==> src/rtl/spi_master_xfer.sv <==
`default_nettype none
// +----------------------------------------------------------------------------+
// | Module      : spi_master_xfer                                              |
// | Description : Single-clock SPI initiator, mode 1 (CPOL=0, CPHA=1). Runs    |
// |               one full-duplex DATA_W-bit transfer per accepted start.      |
// | Revision    : 1.0 - initial release                                        |
// +----------------------------------------------------------------------------+
// | Parameters                                                                 |
// |   DATA_W   word length in bits (>= 2)                                      |
// |   CLK_DIV  clk cycles per SCLK half-period (>= 1)                          |
// | Ports                                                                      |
// |   clk      in   system clock                                               |
// |   rst      in   synchronous reset, active-high                             |
// |   start    in   transfer request, accepted only while busy = 0             |
// |   tx_data  in   word to send, captured on the accepting cycle              |
// |   busy     out  transfer in progress                                       |
// |   done     out  one-cycle pulse when rx_data is updated                    |
// |   rx_data  out  last received word                                         |
// |   sclk     out  SPI clock, idles low                                       |
// |   cs_n     out  chip select, active-low                                    |
// |   mosi     out  serial data out                                            |
// |   miso     in   serial data in                                             |
// | Build option                                                               |
// |   SPI_MASTER_LSB_FIRST_EN  defined: LSB first on mosi and miso;            |
// |                            undefined (default): MSB first.                 |
// +----------------------------------------------------------------------------+
module spi_master_xfer #(
  parameter int DATA_W  = 8,
  parameter int CLK_DIV = 2
) (
  input  logic              clk,
  input  logic              rst,
  input  logic              start,
  input  logic [DATA_W-1:0] tx_data,
  output logic              busy,
  output logic              done,
  output logic [DATA_W-1:0] rx_data,
  output logic              sclk,
  output logic              cs_n,
  output logic              mosi,
  input  logic              miso
);

  localparam int c_DIV_W = $clog2(CLK_DIV + 1);
  localparam int c_BIT_W = $clog2(DATA_W + 1);

  localparam logic [c_DIV_W-1:0] c_DIV_LAST = c_DIV_W'(CLK_DIV - 1);
  localparam logic [c_BIT_W-1:0] c_BIT_LAST = c_BIT_W'(DATA_W);

  typedef enum logic [2:0] {
    ST_IDLE  = 3'd0,
    ST_SETUP = 3'd1,
    ST_SHIFT = 3'd2,
    ST_HOLD  = 3'd3,
    ST_DONE  = 3'd4
  } state_t;

  state_t              state_q,   state_d;
  logic [c_DIV_W-1:0]  div_cnt_q, div_cnt_d;
  logic [c_BIT_W-1:0]  bit_cnt_q, bit_cnt_d;
  logic [DATA_W-1:0]   tx_sh_q,   tx_sh_d;
  logic [DATA_W-1:0]   rx_sh_q,   rx_sh_d;
  logic [DATA_W-1:0]   rx_data_q, rx_data_d;
  logic                sclk_q,    sclk_d;
  logic                cs_n_q,    cs_n_d;
  logic                mosi_q,    mosi_d;
  logic                busy_q,    busy_d;
  logic                done_q,    done_d;

  // Bit-order dependent shift paths: the bit to present next on mosi, the
  // transmit register after that bit leaves, and the receive register after
  // miso is shifted in.
  logic                w_tx_bit;
  logic [DATA_W-1:0]   w_tx_next;
  logic [DATA_W-1:0]   w_rx_next;
  logic                w_div_end;

`ifdef SPI_MASTER_LSB_FIRST_EN
  assign w_tx_bit  = tx_sh_q[0];
  assign w_tx_next = {1'b0, tx_sh_q[DATA_W-1:1]};
  assign w_rx_next = {miso, rx_sh_q[DATA_W-1:1]};
`else
  assign w_tx_bit  = tx_sh_q[DATA_W-1];
  assign w_tx_next = {tx_sh_q[DATA_W-2:0], 1'b0};
  assign w_rx_next = {rx_sh_q[DATA_W-2:0], miso};
`endif

  // Every timed phase (SETUP, each SCLK half-period, HOLD) lasts CLK_DIV
  // cycles; the divider restarts from zero at each phase boundary.
  assign w_div_end = (div_cnt_q == c_DIV_LAST);

  // All outputs are computed one cycle ahead and registered, so sclk, cs_n
  // and mosi come straight from flops.
  always_comb begin
    state_d   = state_q;
    div_cnt_d = div_cnt_q;
    bit_cnt_d = bit_cnt_q;
    tx_sh_d   = tx_sh_q;
    rx_sh_d   = rx_sh_q;
    rx_data_d = rx_data_q;
    sclk_d    = sclk_q;
    cs_n_d    = cs_n_q;
    mosi_d    = mosi_q;
    busy_d    = busy_q;
    done_d    = 1'b0;

    case (state_q)
      // DONE behaves like IDLE for request acceptance, which gives
      // back-to-back transfers with a single cs_n-high cycle between them.
      ST_IDLE, ST_DONE: begin
        state_d = ST_IDLE;
        cs_n_d  = 1'b1;
        sclk_d  = 1'b0;
        mosi_d  = 1'b0;
        busy_d  = 1'b0;
        if (start) begin
          state_d   = ST_SETUP;
          tx_sh_d   = tx_data;
          rx_sh_d   = '0;
          bit_cnt_d = '0;
          div_cnt_d = '0;
          cs_n_d    = 1'b0;
          busy_d    = 1'b1;
        end
      end

      ST_SETUP: begin
        if (w_div_end) begin
          // End of the select setup time: first rising edge, first bit out.
          div_cnt_d = '0;
          state_d   = ST_SHIFT;
          sclk_d    = 1'b1;
          mosi_d    = w_tx_bit;
          tx_sh_d   = w_tx_next;
        end else begin
          div_cnt_d = div_cnt_q + c_DIV_W'(1);
        end
      end

      ST_SHIFT: begin
        if (w_div_end) begin
          div_cnt_d = '0;
          if (sclk_q) begin
            // Falling edge: capture miso as it stood during the high phase.
            sclk_d    = 1'b0;
            rx_sh_d   = w_rx_next;
            bit_cnt_d = bit_cnt_q + c_BIT_W'(1);
          end else if (bit_cnt_q == c_BIT_LAST) begin
            // Low phase of the last period is complete.
            state_d = ST_HOLD;
            mosi_d  = 1'b0;
          end else begin
            sclk_d  = 1'b1;
            mosi_d  = w_tx_bit;
            tx_sh_d = w_tx_next;
          end
        end else begin
          div_cnt_d = div_cnt_q + c_DIV_W'(1);
        end
      end

      ST_HOLD: begin
        if (w_div_end) begin
          div_cnt_d = '0;
          state_d   = ST_DONE;
          cs_n_d    = 1'b1;
          busy_d    = 1'b0;
          done_d    = 1'b1;
          rx_data_d = rx_sh_q;
        end else begin
          div_cnt_d = div_cnt_q + c_DIV_W'(1);
        end
      end

      default: begin
        state_d = ST_IDLE;
        cs_n_d  = 1'b1;
        sclk_d  = 1'b0;
        mosi_d  = 1'b0;
        busy_d  = 1'b0;
      end
    endcase
  end

  always_ff @(posedge clk) begin
    if (rst) begin
      state_q   <= ST_IDLE;
      div_cnt_q <= '0;
      bit_cnt_q <= '0;
      tx_sh_q   <= '0;
      rx_sh_q   <= '0;
      rx_data_q <= '0;
      sclk_q    <= 1'b0;
      cs_n_q    <= 1'b1;
      mosi_q    <= 1'b0;
      busy_q    <= 1'b0;
      done_q    <= 1'b0;
    end else begin
      state_q   <= state_d;
      div_cnt_q <= div_cnt_d;
      bit_cnt_q <= bit_cnt_d;
      tx_sh_q   <= tx_sh_d;
      rx_sh_q   <= rx_sh_d;
      rx_data_q <= rx_data_d;
      sclk_q    <= sclk_d;
      cs_n_q    <= cs_n_d;
      mosi_q    <= mosi_d;
      busy_q    <= busy_d;
      done_q    <= done_d;
    end
  end

  assign busy    = busy_q;
  assign done    = done_q;
  assign rx_data = rx_data_q;
  assign sclk    = sclk_q;
  assign cs_n    = cs_n_q;
  assign mosi    = mosi_q;

endmodule
`default_nettype wire

==> config.mk <==
export PLATFORM = sky130hd
export DESIGN_NAME = spi_master_xfer
export DESIGN_NICKNAME = d
export VERILOG_FILES = /design/src/rtl/spi_master_xfer.sv
export SDC_FILE = /design/constraint.sdc
export NUM_CORES = 1
export LEC_CHECK = 0
export CAP_MARGIN = 10
export CELL_PAD_IN_SITES_DETAIL_PLACEMENT = 1
export CELL_PAD_IN_SITES_GLOBAL_PLACEMENT = 2
export CORE_UTILIZATION = 35
export CTS_BUF_LIST = sky130_fd_sc_hd__clkbuf_4
export DETAILED_ROUTE_END_ITERATION = 10
export GPL_TIMING_DRIVEN = 0
export PLACE_DENSITY = 0.85
export SKIP_LAST_GASP = 1
export SYNTH_ARGS = -nofsm -noshare
export SYNTH_HDL_FRONTEND = slang
export SYNTH_SLANG_ARGS = --single-unit
==> constraint.sdc <==
create_clock -name clk -period 2.31 [get_ports clk]
set_clock_uncertainty 0.05 [all_clocks]
set_input_delay 0.231 -clock clk [delete_from_list [all_inputs] [get_ports clk]]
set_output_delay 0.231 -clock clk [all_outputs]
set_load 0.01 [all_outputs]
==> flow_summary.ini, run 1 <==
[detailed_routing]
wl_met2_um = 2380
vias = 1674
drt-wirelength-per-cell_um = 16.1
vias_per_cell = 5.49
wl_met3_um = 171
drt-total-wl_um = 4900
drcViolationCount = 0
firstDrtPassIters = 4
drt_iter0_drc = 73
wl_met1_um = 2280
top_layer_used = met4
detail-route-antenna-nets = 0

[grt]
grt_pass1_wl_um = 8020
grt_max_degree = 12
grt.overflow.total = 0
grt_usage = 0.194
antenna_found_initial = 0
first_global_vias = 1677

[yosys]
syn_area_mm2 = 0.00185
synth_edf_count = 0
synth_warnings = 0
syn_nets = 218
synthCells = 204
synthTopCellsByArea = dfxtp_1 (41%), a221oi_1 (7.1%), mux2i_1 (5.4%), a21oi_1 (4.9%), o31ai_1 (4.1%)
syn_area_per_cell_um2 = 9.07
async_reset_ff_frac = 0
seq_area_frac_synth = 0.411
synth_ff_type = dfxtp_1
netlist.area_leader.share = 0.411
yosysTopAreaCell = dfxtp_1
synth_seq_cells = 38
synthDistinctLibCells = 44

[cts]
post_cts_resize_count = 0
cts_max_path_buffers = 2
insertion_delay_ns = 0.36
hold_buffers = 0
cts.sinks = 38
cts_root_buf = clkbuf_4
htree_levels = 2
clk_pin_slew_ns = 0.12
cts_tree = built
post-cts-setup-buffers = 0
cts_made_buffers = 5

[critical_path]
cp-end-kind = flip-flop
crit_path_start_kind = flip-flop
path_class = reg2reg
crit_fanout = 8
arrival_ns = 2.30
cp.required_ns = 2.51

[placed_design]
routabilityCongestion = 0.781
port_buffers = 24
dp_hpwl_um = 3450
dp.cells = 298
place_area_mm2 = 0.00218

[status]
outcome = complete, no violations

[sta]
slew_violations = 0
slew_headroom = 0.480
min_period_ns = 2.10
tightestPinTransition_ns = 0.779
rsz0062_at_grt = false
holdWs_ns = 0.409
max_freq_mhz = 476
fin_crit_sh = 0.909
setup_violations = 0
hold_viol = 0
fin_tns_setup_ns = 0

[layout]
instances_no_fill = 305
syn2layout_area_growth_pct = 20.3
ff_latch_area_um2 = 761
multi_input_area_um2 = 958
finalNetCount = 249
drive_gt1_frac = 0.0979
n_fill_cell = 636
n_antenna_cell = 0
final_area_mm2 = 0.00222

[worst_hold_path]
min_path_type = in2reg

[power_and_ir_drop]
ir_worst_vdd_v = 0.000337
power.internal_mw = 1.34
seqPwrFrac = 0.363
p_switching_mw = 1.04
power_leakage_nw = 0.841
p_clk_frac = 0.143
comb_power_share = 0.495
swShare = 0.438
p_per_area_mw_per_mm2 = 1070

[floorplan]
initial_utilization = 0.362
die_h_um = 74.7
die_width_um = 74.7
rows = 26
core_mm2 = 0.00511
ios = 25
dieArea_mm2 = 0.00558

[run]
cap_violations = 0
[cell usage in the layout (no fill, tap or decap), types with 6 or more instances in the layout]
cell              n
clkdlybuf4s50_1  24
a21oi_1          18
inv_1            12
nor2_1           16
nand4_1          11
dfxtp_1          38
mux2i_1          10
clkbuf_1         10
a221oi_1         15
o31ai_1          10
nand2_1           6
o21a_1            7
[routing by layer]
layer	global-route usage	vias to the layer above
li1	-	814
met1	0.235	822
met4	0.0671	0
met2	0.336	31
met5	0	-
met3	0.0455	7
[layout make-up]
| class | instances | share of cell area |
|---|---|---|
| Clock buffer | 5 | 0.0169 |
| Inverter | 13 | 0.0219 |
| Clock inverter | 2 | 0.00450 |
| Multi-Input combinational cell | 136 | 0.431 |
| Buffer | 17 | 0.0366 |
| Tap cell | 70 | 0.0394 |
| Sequential cell | 38 | 0.342 |
| Timing Repair Buffer | 24 | 0.108 |
[cells in the mapped netlist, drive strengths merged (2+ instances only)]
cell type  number
or3             2
o31ai          10
a21oi          19
nand3b          2
nor2b           3
inv            12
o21a            7
nand3           2
a221oi         15
o21ai           4
dfxtp          38
xnor2           2
clkbuf         10
mux2i          10
nand2b          3
or2             3
nand4          11
nor3            2
nor2           16
o21bai          2
nor3b           2
ha              2
buf             7
nand2           6
[per-stage QoR]
stage	power, mW	utilization	setup WS [ns]
after global routing	2.56	0.436	0.108
after detailed placement	2.04	0.426	-0.113
after CTS	2.39	0.436	0.215
final	2.37	0.436	0.210
after floorplan	1.72	-	0.492
after global placement	2.03	0.426	-0.128
[cells by family after synthesis]
logic type               share of synthesized area
AO/OA/AOI/OAI                                0.262
AND/OR/NAND/NOR                              0.169
flip-flops                                   0.411
buffers and inverters                       0.0704
multiplexers                                0.0602
XOR/XNOR                                    0.0135
adder cells (fa/ha/maj)                     0.0135
[registers in the layout (all words and copies together) (netlist names)]
name	flops
div_cnt_q	2
rx_sh_q	8
sclk	1
rx_data	8
tx_sh_q	8
state_q	3
bit_cnt_q	4
cs_n	1
done	1
busy	1
mosi	1
[power groups by stage]
stage	combinational, mW	sequential, mW	clock, mW
2_1_floorplan	0.858	0.860	0
3_3_place_gp	1.16	0.872	0
6_report	1.18	0.861	0.339
4_1_cts	1.18	0.861	0.354
5_1_grt	1.30	0.876	0.381
3_5_place_dp	1.17	0.877	0
[critical path: stages (launching register included)]
cell	delay [ns]
dfxtp_1	0.41
inv_1	0.08
ha_1	0.21
and3b_1	0.23
o311ai_4	0.49
o21ai_4	0.18
mux2_1	0.34
[worst paths after layout]
kind / start / to / slack [ns] / cells after the start
max: bit_cnt_q[0] / tx_sh_q[0] / 0.21 / 6
min: miso / rx_sh_q[0] / 0.41 / 3
max reg2reg: bit_cnt_q[0] / tx_sh_q[0] / 0.21 / 6
min reg2reg: tx_sh_q[6] / tx_sh_q[6] / 0.43 / 2
(Power assumes the default switching activity.)
==> run 2, diff against run 1 <==
--- a/config.mk
+++ b/config.mk
@@ -12,6 +12,7 @@
 export CTS_BUF_LIST = sky130_fd_sc_hd__clkbuf_4
 export DETAILED_ROUTE_END_ITERATION = 10
 export GPL_TIMING_DRIVEN = 0
+export MAX_ROUTING_LAYER = met4
 export PLACE_DENSITY = 0.85
 export SKIP_LAST_GASP = 1
 export SYNTH_ARGS = -nofsm -noshare
==> run 2 against run 1 <==
  * Register-to-register slack about the same
  * Non-clock buffer count unchanged
  * Sequential share of layout area unchanged
  * Power hardly changed
  * Die area is the same
  * First-iteration DRC count decreased by 18%
  * Largest cell class unchanged
  * Largest power group unchanged
==> flow_summary.ini, run 2 (synthesized netlist as in run 1, its figures left out) <==
[cts]
cts_tree = built
cts.sinks = 38
post_cts_resize_count = 0
cts_max_path_buffers = 2
post-cts-setup-buffers = 0
htree_levels = 2
cts_made_buffers = 5
cts_root_buf = clkbuf_4
hold_buffers = 0
clk_pin_slew_ns = 0.12
insertion_delay_ns = 0.36

[sta]
slew_violations = 0
min_period_ns = 2.11
fin_tns_setup_ns = 0
tightestPinTransition_ns = 0.775
rsz0062_at_grt = false
fin_ws_ns = 0.202
slew_headroom = 0.482
setup_violations = 0
max_freq_mhz = 474
fin_crit_sh = 0.913
hold_viol = 0

[worst_hold_path]
min_path_type = in2reg
hold_depth = 3

[critical_path]
cp-end-kind = flip-flop
arrival_ns = 2.31
cp.required_ns = 2.51
cp_cell_sequence = inv_1 -> ha_1 -> and3b_1 -> o311ai_4 -> o21ai_4 -> mux2_1
ff2ff_path_depth = 6
cp_slowest_cell = o311ai_4
critPathMaxStageDelay_ns = 0.50
crit_fanout = 8
crit_path_start_kind = flip-flop
path_class = reg2reg

[power_and_ir_drop]
power.internal_mw = 1.34
comb_power_share = 0.495
ir_worst_vdd_v = 0.000338
finalPower_mw = 2.38
p_clk_frac = 0.143
seqPwrFrac = 0.362
p_switching_mw = 1.04
swShare = 0.438
p_per_area_mw_per_mm2 = 1070
power_leakage_nw = 0.841

[placed_design]
dp_hpwl_um = 3450
place_area_mm2 = 0.00218
post-place-ws_ns = -0.113
port_buffers = 24
routabilityCongestion = 0.792

[layout]
final_area_mm2 = 0.00222
final_common_cell = dfxtp_1
n_fill_cell = 636
final_cell_mix = dfxtp_1 (38), clkdlybuf4s50_1 (24), a21oi_1 (18)
n_antenna_cell = 0
drive_gt1_frac = 0.0979
finalNetCount = 249
syn2layout_area_growth_pct = 20.3

[detailed_routing]
drt-total-wl_um = 4910
drt-wirelength-per-cell_um = 16.1
firstDrtPassIters = 4
vias_per_cell = 5.47
drt_iter0_drc = 60
drcViolationCount = 0
detail-route-antenna-nets = 0
vias = 1667

[floorplan]
die_h_um = 74.7
initial_utilization = 0.362
ios = 25
die_width_um = 74.7
rows = 26
core_mm2 = 0.00511
dieArea_mm2 = 0.00558

[grt]
first_global_vias = 1675
grt_pass1_wl_um = 8040
antenna_found_initial = 0
grt_usage = 0.201
grt_max_degree = 12
grt.overflow.total = 0

[status]
outcome = complete, no violations

[run]
cap_violations = 0
-- run 2: cell counts in the layout (fill, tap and decap cells not counted) --
No cell type changed its count.
-- run 2: cell type report --
| cell class | instances | area (um^2) | share of cell area |
|---|---|---|---|
| multi-input cells | 136 | 958 | 0.431 |
| flip-flops and latches | 38 | 761 | 0.342 |
| repair buffers | 24 | 240 | 0.108 |
| well taps | 70 | 87.6 | 0.0394 |
| plain buffers | 17 | 81.3 | 0.0366 |
| inverters | 13 | 48.8 | 0.0219 |
| clock buffers | 5 | 37.5 | 0.0169 |
| clock inverters | 2 | 10.0 | 0.00450 |
-- run 2: through the flow --
step	hold slack (ns)	util	std cells
final	0.407	0.436	305
after global routing	0.407	0.436	305
after CTS	0.401	0.436	305
after detailed placement	0.415	0.426	298
after global placement	0.405	0.426	298
after floorplan	0.348	-	204
-- run 2: layer usage --
layer,global-route usage,wire [um]
met5,-,0
met3,0.0495,172
met1,0.236,2290
met4,0.0671,72
met2,0.335,2370
-- run 2: worst max-delay path, delay by kind of cell, from the launching register on --
| family | cells | cell delay, ns |
|---|---|---|
| and+or+nand+nor | 1 | 0.23 |
| DFF | 1 | 0.41 |
| adders and majority gates | 1 | 0.21 |
| buffers and inverters | 1 | 0.08 |
| AOI/OAI and AO/OA | 2 | 0.68 |
| muxes | 1 | 0.34 |
-- run 2: worst paths after layout --
kind                startpoint    endpoint  slack, ns
setup / recovery  bit_cnt_q[0]  tx_sh_q[0]       0.20
hold / removal            miso  rx_sh_q[0]       0.41
setup reg to reg  bit_cnt_q[0]  tx_sh_q[0]       0.20
hold reg to reg     tx_sh_q[6]  tx_sh_q[6]       0.43
-- run 2: power by group through the flow --
stage	combinational [mW]	sequential (mW)	clock [mW]
6_report	1.18	0.861	0.340
5_1_grt	1.30	0.876	0.383
4_1_cts	1.18	0.861	0.354
3_5_place_dp	1.17	0.877	0
3_3_place_gp	1.16	0.872	0
2_1_floorplan	0.858	0.860	0
